--- config.mk ---
export PLATFORM = sky130hd
export DESIGN_NAME = alu_exec_unit_flat
export DESIGN_NICKNAME = d
export VERILOG_FILES = /design/src/rtl/alu_exec_unit_if.sv /design/src/rtl/alu_exec_unit.sv /design/src/flat_wrapper.sv
export SDC_FILE = /design/constraint.sdc
export NUM_CORES = 1
export LEC_CHECK = 0
export ABC_AREA = 1
export CORE_UTILIZATION = 30
export CTS_CLUSTER_DIAMETER = 50
export DETAILED_ROUTE_END_ITERATION = 8
export PLACE_DENSITY = 0.52
export SLEW_MARGIN = 20
export SYNTH_ARGS = -nofsm -noshare
export SYNTH_HDL_FRONTEND = slang
export SYNTH_SLANG_ARGS = --single-unit
--- constraint.sdc ---
create_clock -name clock -period 2.4 [get_ports clock]
set_clock_uncertainty 0.15 [all_clocks]
set_input_delay 0.48 -clock clock [delete_from_list [all_inputs] [get_ports clock]]
set_output_delay 0.48 -clock clock [all_outputs]
set_load 0.005 [all_outputs]
--- src/rtl/alu_exec_unit_if.sv ---
`default_nettype none
// ============================================================================
// Module   : alu_exec_unit_if
// Purpose  : Operand/result handshake bundle for the execute-stage ALU.
//            The master side issues operations and consumes results; the
//            slave side (the ALU) accepts operations and produces results.
// Signals  : in_valid/in_ready   - operation handshake
//            alu_ctrl, a, b      - operation code and operands
//            out_valid/out_ready - result handshake
//            result, zero, branch_taken - registered outputs
// Revision : 1.0 - initial release
// ============================================================================
interface alu_exec_unit_if #(
    parameter int WIDTH = 32
);
    logic             in_valid;
    logic             in_ready;
    logic [3:0]       alu_ctrl;
    logic [WIDTH-1:0] a;
    logic [WIDTH-1:0] b;
    logic             out_valid;
    logic             out_ready;
    logic [WIDTH-1:0] result;
    logic             zero;
    logic             branch_taken;

    modport master (
        output in_valid, alu_ctrl, a, b, out_ready,
        input  in_ready, out_valid, result, zero, branch_taken
    );

    modport slave (
        input  in_valid, alu_ctrl, a, b, out_ready,
        output in_ready, out_valid, result, zero, branch_taken
    );
endinterface
`default_nettype wire

--- src/rtl/alu_exec_unit.sv ---
`default_nettype none
// ============================================================================
// Module   : alu_exec_unit
// Purpose  : Execute-stage ALU with valid/ready handshakes. Logic, arithmetic
//            and compare ops complete in one cycle; sll shifts one bit per
//            cycle so its latency is 1 + shamt.
// Ports    : clock   - single clock, posedge
//            reset_n - asynchronous active-low reset
//            bus     - alu_exec_unit_if.slave (operands in, result out)
// Revision : 1.0 - initial release
// ============================================================================
module alu_exec_unit #(
    parameter int WIDTH = 32
) (
    input  logic          clock,
    input  logic          reset_n,
    alu_exec_unit_if.slave bus
);
    localparam int SHW = $clog2(WIDTH);

    localparam logic [3:0] OP_AND = 4'b0000;
    localparam logic [3:0] OP_OR  = 4'b0001;
    localparam logic [3:0] OP_ADD = 4'b0010;
    localparam logic [3:0] OP_BEQ = 4'b0110;
    localparam logic [3:0] OP_BNE = 4'b0011;
    localparam logic [3:0] OP_BLT = 4'b1000;
    localparam logic [3:0] OP_SLT = 4'b0111;
    localparam logic [3:0] OP_XOR = 4'b1001;
    localparam logic [3:0] OP_SLL = 4'b0100;

    typedef enum logic [1:0] {
        S_IDLE  = 2'd0,
        S_SHIFT = 2'd1,
        S_DONE  = 2'd2
    } state_t;

    state_t           state_q;
    logic [WIDTH-1:0] acc_q;
    logic [SHW-1:0]   cnt_q;
    logic [WIDTH-1:0] result_q;
    logic             zero_q;
    logic             branch_q;
    logic             out_valid_q;

    logic             accept_d;
    logic             lt_d;
    logic [WIDTH-1:0] diff_d;
    logic [WIDTH-1:0] op_result_d;
    logic             op_branch_d;
    logic [SHW-1:0]   shamt_d;
    logic             iter_shift_d;
    logic [WIDTH-1:0] acc_shl_d;

    // DONE can accept a new op in the same edge that its result is consumed.
    assign bus.in_ready = (state_q == S_IDLE) ||
                          ((state_q == S_DONE) && bus.out_ready);
    assign accept_d     = bus.in_valid && bus.in_ready;

    assign bus.out_valid    = out_valid_q;
    assign bus.result       = result_q;
    assign bus.zero         = zero_q;
    assign bus.branch_taken = branch_q;

    assign shamt_d      = bus.b[SHW-1:0];
    assign iter_shift_d = (bus.alu_ctrl == OP_SLL) && (shamt_d != '0);
    assign acc_shl_d    = acc_q << 1;
    assign lt_d         = $signed(bus.a) < $signed(bus.b);
    assign diff_d       = bus.a - bus.b;

    // Single-cycle datapath. For sll this yields a, which is the correct
    // result only when shamt is zero; nonzero shifts go through SHIFT.
    always_comb begin
        op_result_d = bus.a + bus.b;
        op_branch_d = 1'b0;
        case (bus.alu_ctrl)
            OP_AND: op_result_d = bus.a & bus.b;
            OP_OR:  op_result_d = bus.a | bus.b;
            OP_ADD: op_result_d = bus.a + bus.b;
            OP_BEQ: begin
                op_result_d = diff_d;
                op_branch_d = (bus.a == bus.b);
            end
            OP_BNE: begin
                op_result_d = diff_d;
                op_branch_d = (bus.a != bus.b);
            end
            OP_BLT: begin
                op_result_d = {{(WIDTH-1){1'b0}}, lt_d};
                op_branch_d = lt_d;
            end
            OP_SLT: begin
                op_result_d = {{(WIDTH-1){1'b0}}, lt_d};
                op_branch_d = !lt_d;
            end
            OP_XOR: op_result_d = bus.a ^ bus.b;
            OP_SLL: op_result_d = bus.a;
            default: op_result_d = bus.a + bus.b;
        endcase
    end

    always_ff @(posedge clock or negedge reset_n) begin
        if (!reset_n) begin
            state_q     <= S_IDLE;
            acc_q       <= '0;
            cnt_q       <= '0;
            result_q    <= '0;
            zero_q      <= 1'b0;
            branch_q    <= 1'b0;
            out_valid_q <= 1'b0;
        end else begin
            case (state_q)
                S_IDLE, S_DONE: begin
                    if (accept_d) begin
                        if (iter_shift_d) begin
                            // Old result (if any) was consumed this edge.
                            acc_q       <= bus.a;
                            cnt_q       <= shamt_d;
                            out_valid_q <= 1'b0;
                            state_q     <= S_SHIFT;
                        end else begin
                            result_q    <= op_result_d;
                            zero_q      <= (op_result_d == '0);
                            branch_q    <= op_branch_d;
                            out_valid_q <= 1'b1;
                            state_q     <= S_DONE;
                        end
                    end else if ((state_q == S_DONE) && bus.out_ready) begin
                        out_valid_q <= 1'b0;
                        state_q     <= S_IDLE;
                    end
                end
                S_SHIFT: begin
                    acc_q <= acc_shl_d;
                    cnt_q <= cnt_q - SHW'(1);
                    // Last step: publish the value being shifted in now.
                    if (cnt_q == SHW'(1)) begin
                        result_q    <= acc_shl_d;
                        zero_q      <= (acc_shl_d == '0);
                        branch_q    <= 1'b0;
                        out_valid_q <= 1'b1;
                        state_q     <= S_DONE;
                    end
                end
                default: begin
                    out_valid_q <= 1'b0;
                    state_q     <= S_IDLE;
                end
            endcase
        end
    end
endmodule
`default_nettype wire

--- src/flat_wrapper.sv ---
// flat-port wrapper written by rule: the top's interface ports become plain ports
module alu_exec_unit_flat 
#(
    parameter int WIDTH = 32
)
  (clock, reset_n, bus_in_valid, bus_alu_ctrl, bus_a, bus_b, bus_out_ready, bus_in_ready, bus_out_valid, bus_result, bus_zero, bus_branch_taken);
  alu_exec_unit_if #(.WIDTH(WIDTH)) bus_i ();
  input  logic clock;
  input  logic reset_n;
  input wire logic [$bits(bus_i.in_valid)-1:0] bus_in_valid;
  input wire logic [$bits(bus_i.alu_ctrl)-1:0] bus_alu_ctrl;
  input wire logic [$bits(bus_i.a)-1:0] bus_a;
  input wire logic [$bits(bus_i.b)-1:0] bus_b;
  input wire logic [$bits(bus_i.out_ready)-1:0] bus_out_ready;
  output wire logic [$bits(bus_i.in_ready)-1:0] bus_in_ready;
  output wire logic [$bits(bus_i.out_valid)-1:0] bus_out_valid;
  output wire logic [$bits(bus_i.result)-1:0] bus_result;
  output wire logic [$bits(bus_i.zero)-1:0] bus_zero;
  output wire logic [$bits(bus_i.branch_taken)-1:0] bus_branch_taken;
  assign bus_i.in_valid = bus_in_valid;
  assign bus_i.alu_ctrl = bus_alu_ctrl;
  assign bus_i.a = bus_a;
  assign bus_i.b = bus_b;
  assign bus_i.out_ready = bus_out_ready;
  assign bus_in_ready = bus_i.in_ready;
  assign bus_out_valid = bus_i.out_valid;
  assign bus_result = bus_i.result;
  assign bus_zero = bus_i.zero;
  assign bus_branch_taken = bus_i.branch_taken;
  alu_exec_unit #(.WIDTH(WIDTH)) u_core (.clock(clock), .reset_n(reset_n), .bus(bus_i));
endmodule
# After elaboration in Yosys (flattened, before gate mapping)
# Index checks and enable logic that the tools add are counted.
# classes
muxes,30
order_cmp,1
n_reduce_logical,17
n_addsub,3
n_eq_ne,17
bitwise_logic,3
# op_table
op,count
$pmux 32 s6,1
$mux 32,3
$logic_not 32->1,2
$pmux 32 s2,1
$mux 31,2
$pmux 31 s2,1
$add 32x32->32,1
$and 32x32->32,1
$eq 32x32->1,1
$lt 32x32->1,1
$ne 32x32->1,1
$or 32x32->32,1
$sub 32x32->32,1
$xor 32x32->32,1
$eq 4x3->1 const B,3
$mux 1,10
$mux 5,2
$pmux 5 s2,1
$eq 4x4->1 const B,2
$mux 2,4
$ne 2x1->1 const B,3
$pmux 1 s2,3
$reduce_or 2->1,3
$eq 5x1->1 const B,1
19 further kinds,21
# word_totals
wordCells,78
ff_bits,73
output_inout_bits,36
input_bits,72

# Depth between registers and ports, before layout
# depth
ltp_word,7
ltp_mapped,21
depth_no_buf,20

# Worst setup path after synthesis
# No wires, ideal clock.
# synth_timing
path_type,input to register
start,input port bus_a[0]
end,register u_core.zero_q (netlist: u_core.bus.zero)
path_buffers,0
required_time_ns,2.173
cell_stages,19
arrival_time_ns,2.340
setup_slack_ns,-0.167
path_cell_list,inv_1 -> ha_1 -> inv_1 -> fa_1 -> nand2_2 -> nand2_1 -> nand3_1 -> nand2_1 -> nand2_1 -> nand3_1 -> nand2_1 -> nand3_1 -> nand3_1 -> nand3_1 -> nor2_1 -> nand2_1 -> nor2_1 -> nand4_1 -> a21oi_1
# synth_via
elab_chain_len,6
word_cells_on_any_way,11
cone_classes,add/sub (2); order compare (1); mux (4); bitwise (3); reduce/logical (1)
# synth_rtl
item,line,text
start: declaration,flat_wrapper.sv:12,input wire logic [$bits(bus_i.a)-1:0] bus_a;
"$add 32x32->32, or another cell as far along",-,
$pmux 32 s6 *,alu_exec_unit.sv:75,case (bus.alu_ctrl)
$logic_not 32->1 *,alu_exec_unit.sv:122,zero_q <= (op_result_d == '0);
$mux 1 *,alu_exec_unit.sv:114,if (iter_shift_d) begin
$mux 1 *,alu_exec_unit.sv:113,if (accept_d) begin
$pmux 1 s2 *,alu_exec_unit.sv:111,case (state_q)
end signal: assignment,alu_exec_unit.sv:122,
end signal: assignment,alu_exec_unit.sv:138,zero_q <= (acc_shl_d == '0);
end: declaration,alu_exec_unit.sv:41,logic zero_q;
# Every way passes the cells marked *; elsewhere a longest branch is shown, timed or not. The select of a mux whose other input is x is not followed.
# A chain may end at the register's enable or synchronous reset.

# Worst setup path in the final report
# layout_timing
start,input port bus_b[0]
end,register u_core.zero_q (netlist: u_core.bus.zero)
# layout_via
elab_chain_len,6
word_cells_on_any_way,15
cone_classes,add/sub (2); order compare (1); eq/ne (1); mux (4); bitwise (3); reduce/logical (4)
# layout_rtl
item,line,text
start: declaration,flat_wrapper.sv:13,input wire logic [$bits(bus_i.b)-1:0] bus_b;
"$add 32x32->32, or another cell as far along",-,
$pmux 32 s6,alu_exec_unit.sv:75,
$logic_not 32->1,alu_exec_unit.sv:122,
$mux 1,alu_exec_unit.sv:114,
$mux 1,alu_exec_unit.sv:113,
$pmux 1 s2,alu_exec_unit.sv:111,
# Several ways; a longest one is shown, not always the timed one. The select of a mux whose other input is x is not followed.

==> results.py <==
metrics = {
    "run_status": {
        "run_status": "complete, but fails checks",
        "violations": "negative setup slack",
    },
    "timing": {
        "layout_min_cycle_time_ps": 2640,
        "slew-limit-headroom_pct": 57.2,
        "fin_crit_sh_pct": 110,
        "fmax_mhz": 379,
        "worst_slack_ps": -238,
        "rsz0062_at_grt": "yes",
        "hold_viol_final": 0,
        "slew_viol_final": 0,
        "setup-violations-final": 17,
        "setup_tns_ps": -1210,
        "tightest_slew_ps": 642,
    },
    "floorplan": {
        "core_area_um2": 32900,
        "dieWidth_um": 186,
        "rows": 66,
        "fp.dieH_um": 186,
        "ios": 108,
        "initial_core_util_pct": 30.8,
        "dieArea_um2": 34500,
    },
    "logic_synthesis": {
        "seq_area_frac_synth_pct": 17.8,
        "synthSimpleGateAreaFrac_pct": 37.4,
        "ys_ff_latch": 72,
        "synthCells": 1744,
        "synth_fa_ha_area_share_pct": 12.5,
        "syn_area_per_cell_um2": 5.81,
        "synthMuxAreaShare_pct": 0,
        "synth_area_um2": 10100,
        "yosysWarnings": 0,
        "synth_top_family_by_area": "simple AND/OR/NAND/NOR gates",
        "synth.distinct_cells": 47,
        "synth_compound_area_share_pct": 14.6,
        "synth_xor_area_share_pct": 0.778,
        "syn-num-nets": 1916,
    },
    "worst_hold_path": {
        "hold_class": "reg -> reg",
        "hold-path-cell-count": 2,
        "hold_end": "u_core.bus.result[5]$_DFFE_PN0P_",
        "hold_path.startpoint": "u_core.bus.result[5]$_DFFE_PN0P_",
    },
    "power_and_ir_drop": {
        "p_leak_nw": 9.56,
        "ir_drop_mv": 0.562,
        "p_comb_share_pct": 60.3,
        "power.net_switching_w": 0.00358,
        "clkPwrFrac_pct": 17.4,
        "power.density_nw_per_um2": 464,
        "seq_power_share_pct": 22.3,
        "p_int_w": 0.00506,
        "swShare_pct": 41.4,
    },
    "clocking": {
        "cts_inserted_buffers": 9,
        "cts_num_sinks": 72,
        "ctsRootBufferMaster": "clkbuf_16",
        "clkTransAtPathRegs_ps": 60,
        "cts_tree": "yes",
        "cts-htree-levels": 3,
        "clock_latency_ps": 340,
        "clockBufferDepth": 2,
    },
    "layout": {
        "nNetsFinal": 2498,
        "final_area_um2": 18600,
        "drive_above_1_share_pct": 51.6,
        "fin_cells": 2773,
        "num_antenna_cells": 0,
        "flow.area_growth_from_synthesis_pct": 83.5,
    },
    "grt": {
        "grt_pass1_vias": 14000,
        "grt_pass1_wl_um": 78700,
        "track_usage_pct": 30.1,
        "globalRouteOverflowTotal": 0,
        "antenna_found_initial": 0,
        "grt_max_degree": 40,
    },
    "worst_setup_path": {
        "cp.required_ps": 2520,
        "crit_slowest_cell": "nor2_2",
        "startpoint_type": "input port",
        "r2r_end": "u_core.acc_q[7]$_DFFE_PN0P_",
        "cp_data_arrival_time_ps": 2760,
        "crit_chain": "buf_4 -> buf_4 -> ha_4 -> buf_6 -> nand3_4 -> nand3_4 -> buf_4 -> buf_4 -> xor2_1 -> nand2_1 -> o311ai_4 -> buf_4 -> nor2_2 -> nand4_1 -> nor2_2 -> nand4_1 -> a21oi_1",
        "r2r_start": "u_core.bus.out_valid$_DFFE_PN0P_",
        "worst_r2r_path_depth": 5,
        "cp_max_fo": 3,
        "crit_family": "simple AND/OR/NAND/NOR gates",
        "r2r_setup_slack_ps": 510,
        "critPathKind": "in -> reg",
        "end_kind": "flip-flop",
        "slowest_delay_ps": 200,
        "cp_num_buf_inv": 6,
        "cp_common_cell": "buf_4",
    },
    "routing": {
        "drtIter0Drc": 990,
        "viasPerCell": 4.99,
        "firstDrtPassIters": 5,
        "drc": 0,
        "detail-route-antenna-nets": 0,
        "wl_per_cell_um": 18.7,
        "wl_um": 51900,
        "vias": 13800,
    },
    "placed_design": {
        "dp.cells": 2641,
        "numPortBuffers": 107,
        "post_dp_cell_area_um2": 14800,
        "dpl.hpwl_um": 41100,
        "dp_slack_ps": -1510,
        "gp_congestion": 0.965,
    },
    "run": {
        "maxCapViolCount": 0,
    },
}
## how the worst max path moves through the flow
stage | from | to | cells past startpoint
floorplan | bus_b[4] | u_core.bus.zero$_DFFE_PN0P_ | 18
global placement | bus_a[9] | u_core.bus.zero$_DFFE_PN0P_ | 19
detailed placement | bus_a[9] | u_core.bus.zero$_DFFE_PN0P_ | 19
CTS | bus_b[1] | u_core.bus.zero$_DFFE_PN0P_ | 20
global route | bus_b[1] | u_core.bus.zero$_DFFE_PN0P_ | 20
finish | bus_b[0] | u_core.bus.zero$_DFFE_PN0P_ | 17
## per-layer routing
layer | wire, µm | GRT usage, % | part of all wire, % | up-vias
li1 | - | - | - | 6700
met3 | 2750 | 3.13 | 5.3 | 106
met1 | 22100 | 38.0 | 43 | 6565
met4 | 1860 | 9.74 | 3.6 | 0
met2 | 25200 | 53.1 | 49 | 461
met5 | 0 | 0 | 0 | -
## cell usage in the layout (no fill, tap or decap), types with 20 or more instances in the layout
cell             count
nor2_1              63
ha_4                37
nand2_2            150
nand4_1             24
a221oi_1            20
ha_1                48
buf_4              454
o221ai_1            24
dfrtp_1             72
inv_1              236
nand3_2             58
a21oi_2             22
clkdlybuf4s50_1     38
nand2_1            367
a21oi_1             28
nand3_1             69
buf_2               27
buf_6               72
nand2_4             42
inv_2              109
nor2_4              46
o211ai_1            22
o22ai_1             36
nor2_2              46
## power by group through the flow
stage               Combinational (W)  Sequential, W  Clock, W
floorplan                     0.00190        0.00188         0
global placement              0.00395        0.00194         0
detailed placement            0.00395        0.00194         0
CTS                           0.00484        0.00192   0.00152
global route                  0.00560        0.00198   0.00155
finish                        0.00521        0.00193   0.00150
## what timing repair did
item,4_1_cts,5_1_grt
hold buffers,1,0
setup buffers,98,25
hold endpoints to repair,33,0
gates resized for setup,833,181
pin swaps,248,144
setup endpoints to repair,52,29
## synth_stat cells, drive strengths merged
library cell	count	area (µm²)
a41oi	1	8.76
nand3	146	736
o221ai	28	245
nand2	559	2110
nand3b	3	22.5
a2111oi	1	10.0
dfrtp	72	1800
buf	46	292
o311ai	1	8.76
inv	359	1350
o21ai	34	170
nand4	24	150
o21a	1	7.51
a221oi	20	175
ha	98	1230
o2111ai	1	8.76
a31oi	9	56.3
clkinv	1	3.75
and2	4	25.0
xnor2	2	17.5
o21bai	6	45.0
xor2	7	61.3
a221o	1	10.0
a311oi	1	8.76
nor4	4	25.0
nor2	155	619
o211ai	22	165
a21oi	64	332
nor3	15	90.1
a21boi	1	7.51
and3	1	6.26
clkbuf	19	71.3
fa	2	40.0
o22ai	36	225
## final cells by class
class	instances	area, µm²
clock buffers	9	225
clock inverters	7	103
fillers	3254	14300
inverters	360	1390
multi-input cells	1247	9200
flip-flops and latches	72	1800
well taps	442	553
repair buffers	636	5330
## state kept, by name, indices dropped and copies added (netlist names)
name,flops
u_core.bus.result,32
u_core.acc_q,31
u_core.cnt_q,5
u_core.bus.branch_taken,1
u_core.bus.out_valid,1
u_core.bus.zero,1
u_core.state_q,1
## worst min-delay path, stage by stage, from the launching register on
cell      delay (ps)
dfrtp_1          340
nand2_1           50
o221ai_1          60
## cell families (layout without fill, tap and decap cells)
| family | after synthesis | in the layout |
|---|---|---|
| flops | 72 | 72 |
| buf+inv | 425 | 1012 |
| simple gates | 911 | 911 |
| xor+xnor | 9 | 9 |
| fa+ha+maj | 100 | 100 |
| compound gates | 227 | 227 |
## stage by stage
| stage | hold WS, ps | utilization, % | total power [W] |
|---|---|---|---|
| 2_1_floorplan | 34.4 | - | 0.00378 |
| 3_3_place_gp | 313 | 45.0 | 0.00589 |
| 3_5_place_dp | 318 | 45.0 | 0.00589 |
| 4_1_cts | 348 | 54.2 | 0.00828 |
| 5_1_grt | 380 | 56.6 | 0.00914 |
| 6_report | 342 | 56.6 | 0.00864 |
Power figures use the tool's default switching activity.
==> RTL edit (same flow settings) <==
Remove the case item `OP_ADD` of the case on `bus.alu_ctrl`.
--- a/src/rtl/alu_exec_unit.sv
+++ b/src/rtl/alu_exec_unit.sv
@@ -75,7 +75,6 @@
         case (bus.alu_ctrl)
             OP_AND: op_result_d = bus.a & bus.b;
             OP_OR:  op_result_d = bus.a | bus.b;
-            OP_ADD: op_result_d = bus.a + bus.b;
             OP_BEQ: begin
                 op_result_d = diff_d;
                 op_branch_d = (bus.a == bus.b);
Formal check against the unedited RTL: equivalent (Yosys induction, for registers that start in step).
==> RTL edit against the unedited design <==
The run still ends with setup timing left; sequential power grew 7%; wire length grew 2.3%; largest cell class unchanged; sequential cell count is the same; critical endpoint unchanged; setup slack lost 0.022 ns; via count grew 3.3%; utilization grew 5.2 points; largest power group unchanged; total power grew 5.3%; synthesized area shrank 3.9%; critical path type unchanged; non-clock buffer count grew 80; cell area grew 5.3%.
==> RTL edit: results (changes against the unedited design) <==
Seq/Total Area, Yosys 18.5% (was 17.8%); vias in the first global route 13669 (was 14009); drt wl/cell 19.5 um (was 18.7 um); YS warnings 0 (unchanged); crit path max fanout 4 (was 3); Root Buffer clkbuf_16 (unchanged); initial antenna violation count 0 (unchanged); CP arrival 2.77 ns (was 2.76 ns); met2 Use GR 47.9% (was 53.1%); Post-synth ARST share 100% (unchanged); Least-Margin Pin Slew 0.566 ns (was 0.642 ns); failing checks setup timing (unchanged); pin count of the biggest net entering global routing 43 (was 40); Finish-stage setup viols 12 (was 17); Cell variety after synth 39 (was 47); Synthesized Nets 1824 (was 1916); Area contributors post-synth nand2_1 20%, dfrtp_1 18%, ha_1 13% (was nand2_1 21%, dfrtp_1 18%, inv_1 13%); Port Buf Inserts 107 (unchanged); total leakage power 9.48 nW (was 9.56 nW); worst min-delay path category reg2reg (unchanged); Post-layout nets 2489 (was 2498); share of post-route cells with drive strength above 1 58.5% (was 51.6%); Slowest-stage cell, CP ha_4 (was nor2_2); GR met1 Demand/Resource 42.4% (was 38.0%); CTS max path bufs 2 (unchanged); first-pass detailed-route iteration total 6 (was 5); diode count 0 (unchanged); Peak VDD IR 0.354 mV (was 0.562 mV); CTS buffer count 9 (unchanged); detailed placer's ending HPWL 41700 um (was 41100 um); Crit path largest cell delay 0.27 ns (was 0.20 ns); Synth Flop Type dfrtp_1 (unchanged); Overall Global Routing Usage 30.8% (was 30.1%); max FFs per register 32 (unchanged); met3 Use GR 5.41% (was 3.13%); H-tree lvl count 3 (unchanged); status finished with violations (unchanged); top post-synthesis cells by count 514 x nand2_1, 248 x inv_1, 170 x nor2_1 (was 555 x nand2_1, 352 x inv_1, 145 x nand3_1); Initial DRC Count 1141 (was 990); vias per cell 5.25 (was 4.99); clock-pin slew on the worst setup and hold paths 0.06 ns (about the same); first-pass GRT wire length 77600 um (was 78700 um); Worst-Skew Late Latency 0.33 ns; RePlAce Congestion 1.02 (was 0.965); setup_tns -1.22 ns (was -1.21 ns); Layout fillers 2848 (was 3254); Final WS setup -0.260 ns (was -0.238 ns)
RTL edit: metal layers:
metal  vias to the layer above  wire [um]
met5                         -          0
met4                         0       1920
met3                       114       4540
met2                       627      23400
met1                      6797      23200
li1                       6756          -
RTL edit: stage by stage:
stage	setup WS [ns]	hold WS, ns	instance area (um^2)	cells
finish	-0.260	0.334	19600	2724
CTS	-0.227	0.338	18200	2677
detailed placement	-1.49	0.294	14700	2556
global placement	-1.52	0.297	14700	2556
global route	-0.380	0.367	19600	2724
floorplan	-0.104	0.0344	9820	1652
RTL edit: where the power goes:
part           switching [mW]  total (mW)  internal, mW
Sequential              0.357        2.06          1.71
Clock                   0.502        1.30         0.794
Combinational            2.93        5.73          2.80
RTL edit: critical path: cells and delay by family:
family,cells,cell delay (ns)
adder cells (fa/ha/maj),1,0.27
buffers and inverters,4,0.34
AND/OR/NAND/NOR,16,1.66
RTL edit: worst paths after layout:
check	slack (ns)	cells after the start	start	endpoint
hold reg to reg	0.33	2	u_core.bus.result[2]$_DFFE_PN0P_	u_core.bus.result[2]$_DFFE_PN0P_
max in group asynchronous	1.05	3	reset_n	u_core.bus.result[25]$_DFFE_PN0P_
hold / removal	0.33	2	u_core.bus.result[2]$_DFFE_PN0P_	u_core.bus.result[2]$_DFFE_PN0P_
setup reg to reg	0.30	15	u_core.state_q[0]$_DFFE_PN0P_	u_core.bus.zero$_DFFE_PN0P_
setup / recovery	-0.26	21	bus_b[3]	u_core.bus.zero$_DFFE_PN0P_
min in group asynchronous	0.48	2	reset_n	u_core.bus.result[5]$_DFFE_PN0P_
RTL edit: what timing repair did:
item | 4_1_cts | 5_1_grt
hold buffers | 1 | 0
buffers inserted | 107 | 55
pin swaps | 243 | 204
gates cloned | 2 | 0
resized for setup | 929 | 319
endpoints found under the setup margin | 69 | 58
endpoints found under the hold margin | 30 | 0
RTL edit: area by class of cell:
cell class | count | area (um^2) | area share [%]
well taps | 402 | 503 | 2.57
repair buffers | 716 | 6140 | 31.3
clock inverters | 7 | 62.6 | 0.319
inverters | 251 | 1020 | 5.22
flip-flops and latches | 72 | 1800 | 9.19
clock buffers | 9 | 225 | 1.15
multi-input cells | 1267 | 9840 | 50.2
RTL edit: cell families (layout without fill, tap and decap cells):
family	Yosys count	in the layout	share of synthesized area, %
adders and majority gates	100	100	13.0
AOI/OAI and AO/OA	244	244	16.2
DFF	72	72	18.5
and+or+nand+nor	919	920	39.3
buffers and inverters	314	983	12.8
xor gates and xnor gates	3	3	0.270
